File: src/rtl/wb_stream_writer_ctrl.sv
// wb_stream_writer_ctrl
//   Sequencing engine for the Wishbone stream writer. On an enable pulse it
//   latches start address, length and burst size. It then reads the buffer as
//   a Wishbone B3 master using incrementing bursts, and pushes each returned
//   word into the output FIFO. A burst is only launched when the FIFO can take
//   all of its beats. Completion is signalled by a one-cycle done pulse.
//
// Ports
//   wb_clk_i, wb_rst_ni            clock, async active-low reset
//   enable, start_adr, buf_size,   configuration (sampled on accepted enable)
//   burst_size
//   wbm_*                          Wishbone B3 read master
//   fifo_d, fifo_wr, fifo_free     output FIFO write side
//   busy, done, err                status
//
// Optional feature
//   WB_STREAM_WRITER_CTRL_ERR_EN   when defined, wbm_err_i aborts the transfer
//                                  into ERROR and sets the sticky err flag.
//                                  When undefined, wbm_err_i acts as an ack.
module wb_stream_writer_ctrl #(
  parameter int WB_AW = 32,
  parameter int WB_DW = 32
) (
  input  logic               wb_clk_i,
  input  logic               wb_rst_ni,
  input  logic               enable,
  input  logic [WB_AW-1:0]   start_adr,
  input  logic [WB_AW-1:0]   buf_size,
  input  logic [WB_AW-1:0]   burst_size,
  output logic [WB_AW-1:0]   wbm_adr_o,
  output logic [WB_DW-1:0]   wbm_dat_o,
  output logic [WB_DW/8-1:0] wbm_sel_o,
  output logic               wbm_we_o,
  output logic               wbm_cyc_o,
  output logic               wbm_stb_o,
  output logic [2:0]         wbm_cti_o,
  output logic [1:0]         wbm_bte_o,
  input  logic [WB_DW-1:0]   wbm_dat_i,
  input  logic               wbm_ack_i,
  input  logic               wbm_err_i,
  output logic [WB_DW-1:0]   fifo_d,
  output logic               fifo_wr,
  input  logic [WB_AW-1:0]   fifo_free,
  output logic               busy,
  output logic               done,
  output logic               err
);

  localparam logic [WB_AW-1:0] STRIDE = WB_AW'(WB_DW / 8);
  localparam logic [WB_AW-1:0] ONE    = WB_AW'(1);

  typedef enum logic [2:0] {
    S_IDLE,
    S_WAIT_SPACE,
    S_BURST,
    S_FINISH
`ifdef WB_STREAM_WRITER_CTRL_ERR_EN
    , S_ERROR
`endif
  } state_t;

  state_t           state_q, state_d;
  logic [WB_AW-1:0] adr_q, remaining_q, beats_q, bsz_q;
  logic [WB_AW-1:0] blen;
  logic             in_burst, beat, room;

  assign in_burst = (state_q == S_BURST);
  // bsz_q already holds max(burst_size,1), so only the tail clamp is needed
  assign blen     = (bsz_q < remaining_q) ? bsz_q : remaining_q;
  assign room     = (fifo_free >= blen);

`ifdef WB_STREAM_WRITER_CTRL_ERR_EN
  // error wins over a simultaneous ack: the beat is neither counted nor written
  assign beat = in_burst & wbm_ack_i & ~wbm_err_i;
`else
  assign beat = in_burst & (wbm_ack_i | wbm_err_i);
`endif

  always_comb begin
    state_d = state_q;
    case (state_q)
      S_IDLE:       if (enable) state_d = (buf_size == '0) ? S_FINISH : S_WAIT_SPACE;
      S_WAIT_SPACE: if (room) state_d = S_BURST;
      S_BURST: begin
`ifdef WB_STREAM_WRITER_CTRL_ERR_EN
        if (wbm_err_i) state_d = S_ERROR;
        else
`endif
        if (beat && beats_q == ONE)
          state_d = (remaining_q == ONE) ? S_FINISH : S_WAIT_SPACE;
      end
      S_FINISH:     state_d = S_IDLE;
`ifdef WB_STREAM_WRITER_CTRL_ERR_EN
      S_ERROR:      state_d = S_IDLE;
`endif
      default:      state_d = S_IDLE;
    endcase
  end

  always_ff @(posedge wb_clk_i or negedge wb_rst_ni) begin
    if (!wb_rst_ni) begin
      state_q     <= S_IDLE;
      adr_q       <= '0;
      remaining_q <= '0;
      beats_q     <= '0;
      bsz_q       <= ONE;
    end else begin
      state_q <= state_d;
      if (state_q == S_IDLE && enable) begin
        adr_q       <= start_adr;
        remaining_q <= buf_size;
        bsz_q       <= (burst_size == '0) ? ONE : burst_size;
      end
      if (state_q == S_WAIT_SPACE && room) beats_q <= blen;
      if (beat) begin
        adr_q       <= adr_q + STRIDE;
        remaining_q <= remaining_q - ONE;
        beats_q     <= beats_q - ONE;
      end
    end
  end

`ifdef WB_STREAM_WRITER_CTRL_ERR_EN
  logic err_q;
  always_ff @(posedge wb_clk_i or negedge wb_rst_ni) begin
    if (!wb_rst_ni)                        err_q <= 1'b0;
    else if (state_q == S_IDLE && enable)  err_q <= 1'b0;
    else if (in_burst && wbm_err_i)        err_q <= 1'b1;
  end
  assign err = err_q;
`else
  assign err = 1'b0;
`endif

  // cyc/stb decode straight from the state register so reset drops them at once
  assign wbm_cyc_o = in_burst;
  assign wbm_stb_o = in_burst;
  assign wbm_adr_o = adr_q;
  assign wbm_cti_o = !in_burst ? 3'b000 : (beats_q == ONE) ? 3'b111 : 3'b010;
  assign wbm_dat_o = '0;
  assign wbm_sel_o = '1;
  assign wbm_we_o  = 1'b0;
  assign wbm_bte_o = 2'b00;

  assign fifo_d  = wbm_dat_i;
  assign fifo_wr = beat;
  assign busy    = (state_q != S_IDLE);
  assign done    = (state_q == S_FINISH);

endmodule

File: config.mk
export PLATFORM = sky130hd
export DESIGN_NAME = wb_stream_writer_ctrl
export DESIGN_NICKNAME = d
export VERILOG_FILES = /design/src/rtl/wb_stream_writer_ctrl.sv
export SDC_FILE = /design/constraint.sdc
export NUM_CORES = 1
export LEC_CHECK = 0
export CORE_MARGIN = 10
export CORE_UTILIZATION = 52
export DETAILED_ROUTE_END_ITERATION = 8
export PLACE_DENSITY = 0.87
export SETUP_SLACK_MARGIN = 0.4
export SLEW_MARGIN = 10
export SYNTH_ARGS = -nofsm -noshare
export SYNTH_HDL_FRONTEND = slang
export SYNTH_SLANG_ARGS = --single-unit
export TNS_END_PERCENT = 10
File: constraint.sdc
create_clock -name wb_clk_i -period 10.34 [get_ports wb_clk_i]
set_input_delay 2.585 -clock wb_clk_i [delete_from_list [all_inputs] [get_ports wb_clk_i]]
set_output_delay 2.585 -clock wb_clk_i [all_outputs]
set_load 0.02 [all_outputs]
==> metrics.md <==
| Metric | Value |
|---|---|
| Power per cell area | around 330 nW/um2 |
| Share of the synthesized area in the top cell type | between 30% and 40% |
| CP bufs+invs | 4 |
| First drt pass iteration count | 6 |
| CTS buffer count | 17 |
| Netlist cell types | 73 |
| Startpoint types | primary input |
| Max Root-Sink Buffers | 2 |
| CTS tree | yes |
| Most used cell, CP | clkdlybuf4s50_1 |
| Io pins | 277 |
| Setup TNS | 0 ns |
| Worst Path Required | between 7 and 8 ns |
| Rows | 48 |
| Crit. Startpoint | wbm_err_i |
| Pre-CTS setup slack | around 3.3 ns |
| Synth Register Bits | 130 |
| Post-CTS Setup Bufs | 0 |
| CP Max Fanout | 65 |
| Area leader, netlist | dfrtp_1 |
| Slew Limit Headroom | 26.7% |
| Fin worst setup slack | 3.23 ns |
| Clock Pin Slew Worst Setup and Hold Paths | 0.06 ns |
| Initial drt markers | ~1200 |
| Max Slew Vio Count | 0 |
| Detail Route Antenna Nets | 0 |
| P_sw | roughly 0.0017 W |
| Worst IR drop on VDD | 0.000287 V |
| Yosys warning count | 0 |
| Slew at the pin with the worst max-slew slack | 1.10 ns |
| Grt ovf | 0 |
| Via count | 8962 |
| Vias in the first global route | 8837 |
| DP HPWL | 21.8 mm |
| Clk_lat worst skew | 0.43 ns |
| Worst path cell trace | clkdlybuf4s50_1 > o21ai_4 > buf_4 > inv_1 > clkdlybuf4s50_1 |
| Initial antenna violation count | 1 |
| Initial Util | 53.4% |
| Setup Skew | 0.00835 ns |
| Delay-heaviest family, CP | buffers and inverters |
| Synthesized area per cell | 8.53 um2 |
| Wire per inst | 20.3 um |
| Fraction of layout cells with a size suffix above 1 | 5.07% |
| Crit-path max cell delay | 0.59 ns |
| RSZ-0062 raised after global routing | no |
| Synth area leaders | dfrtp_1, ha_1, nand2_1 |
| Post-synth EDFFs | 0 |
| Outcome | finished clean |
| Post-Synthesis Cells | ~1100 |
| Post-synth top flop | dfrtp_1 |
| FF-to-FF Start | remaining_q[17] |
| # port buffers | around 170 |
| First-pass GRT wire length | roughly 46 mm |
| Final hold vios | 0 |
| Nets | 1443 |
| CTS sink cnt | 130 |
| Combinational share of power | 55.2% |
| LEAKAGE | approximately 5 nW |
| Die Area | 23600 um2 |
| Synth-to-layout area growth | 22.1% |
| Sequential power share | between 20% and 30% |
| Crit path max-delay cell type | buf_4 |
| HP Class | flip-flop to flip-flop |
| Highest clock rate | roughly 140 MHz |
| Vias/cell | 6.18 |
| Tcrit/Tclk final | 68.8% |
| Worst hold start | wbm_adr_o[1] |
| Die height | approximately 150 um |
| Net Sw Frac | 47.2% |
| Number of hold buffers added after cts | 0 |
| P_int | 0.00195 W |
| Core Footprint | 17400 um2 |
| PostCTS Resize Cnt | 0 |
| Post-Syn Area | 9310 um2 |
| GP Congestion | between 0.9 and 1 |
| Min cycle time layout | 7.11 ns |
| Largest net degree at the start of global routing | 102 |
| MaxCap Viol Count | 0 |
| Root Driver | clkbuf_16 |
| Final setup fails | 0 |
| FFs w/ async S/R, synth | 100% |
| Die X | 154 um |
| Post-Route WL | 29.4 mm |
| WP data arrival | between 4 and 5 ns |
| Sequential element share of the synthesized area | 35.0% |
| Clock share of power | 16.1% |
| DRC | 0 |
| Kind of critical path | primary input to output pin |
| Crit path capture type | output pin |
| Htree depth | 4 |
| Total global-route track usage | 23.8% |
power groups by stage:
stage / Sequential [W] / Clock (W) / Combinational (W)
4_1_cts: 0.00105 / 0.000599 / 0.00201
3_3_place_gp: 0.00104 / 0 / 0.00190
5_1_grt: 0.00110 / 0.000621 / 0.00224
2_1_floorplan: 0.00102 / 0 / 0.00137
3_5_place_dp: 0.00105 / 0 / 0.00199
6_report: 0.00106 / 0.000596 / 0.00204
cells by family after synthesis:
group / after synthesis / synth area share, %
AOI/OAI and AO/OA: 242 / 18.6
buffers and inverters: 179 / 10.6
adders and majority gates: 68 / 9.14
muxes: 32 / 3.46
and+or+nand+nor: 429 / 22.4
other: 2 / 0.0807
xor gates and xnor gates: 9 / 0.847
DFF: 130 / 35.0
path summary, 6_finish.rpt:
check | end | slack, ns | depth (start not counted)
max | fifo_wr | 3.23 | 5
min | wbm_adr_o[1] | 0.48 | 2
max reg2reg | beats_q[2] | 4.29 | 18
min reg2reg | wbm_adr_o[1] | 0.48 | 2
max in group asynchronous | remaining_q[19] | 6.65 | 2
min in group asynchronous | wbm_adr_o[9] | 2.20 | 1
final cells by class:
cell class / count / area [um2]
clock inverters: 13 / 136
diodes: 1 / 2.50
fillers: 1424 / 6050
multi-input cells: 820 / 5230
repair buffers: 181 / 1790
clock buffers: 19 / 443
well taps: 225 / 282
inverters: 60 / 225
flip-flops and latches: 130 / 3250
layer usage:
layer | wire, um | GRT usage, %
met1 | 11800 | 30.1
met5 | 0 | 0
met3 | 2760 | 6.44
met4 | 1040 | 10.7
met2 | 13800 | 37.3
sequential cells by signal, indices dropped and copies added (netlist names):
register and count:
beats_q 32, bsz_q 32, remaining_q 32, wbm_adr_o 32
state_q 2
synthesized netlist by cell type, drive strengths merged (7+ instances only):
| master | number |
|---|---|
| mux2i | 31 |
| nand3 | 34 |
| or4 | 8 |
| a222oi | 10 |
| nor3 | 32 |
| a221o | 14 |
| a22oi | 7 |
| o21ai | 50 |
| a21oi | 44 |
| a211oi | 8 |
| dfrtp | 129 |
| o221ai | 8 |
| inv | 60 |
| nor4 | 25 |
| buf | 83 |
| ha | 68 |
| or3 | 11 |
| nand2b | 7 |
| clkbuf | 36 |
| nor2 | 61 |
| o311ai | 23 |
| o211ai | 26 |
| nand2 | 197 |
| nand4 | 24 |
tightest hold or removal path, delay by kind of cell (launching register included):
family | cells | cell delay, ns
DFF | 1 | 0.35
and+or+nand+nor | 2 | 0.10
placed cells by master, fill, tap and decap left out, drive strengths merged, types with 7 or more instances in the layout:
cell type and instances:
a21oi 44, inv 61, nand2 197, nor4 25, o211ai 26, nor2 61
nand4 24, clkdlybuf4s50 171, nand2b 7, ha 68, a211oi 8, dfrtp 129
nor3 32, mux2i 31, a22oi 7, or3 11, clkbuf 19, a222oi 10
conb 40, or4 8, o311ai 23, nand3 34, o221ai 8, buf 10
o21ai 50, a221o 14
metrics by stage:
step	hold WS [ns]	util, %	cell area, um2	total power [W]	std cells
final	0.482	65.2	11400	0.00370	1449
after global routing	0.496	65.2	11400	0.00395	1449
after CTS	0.482	65.2	11400	0.00365	1448
after detailed placement	0.463	61.9	10800	0.00304	1416
after global placement	0.463	61.9	10800	0.00294	1416
after floorplan	0.437	-	9450	0.00240	1129
(Power assumes the default switching activity.)
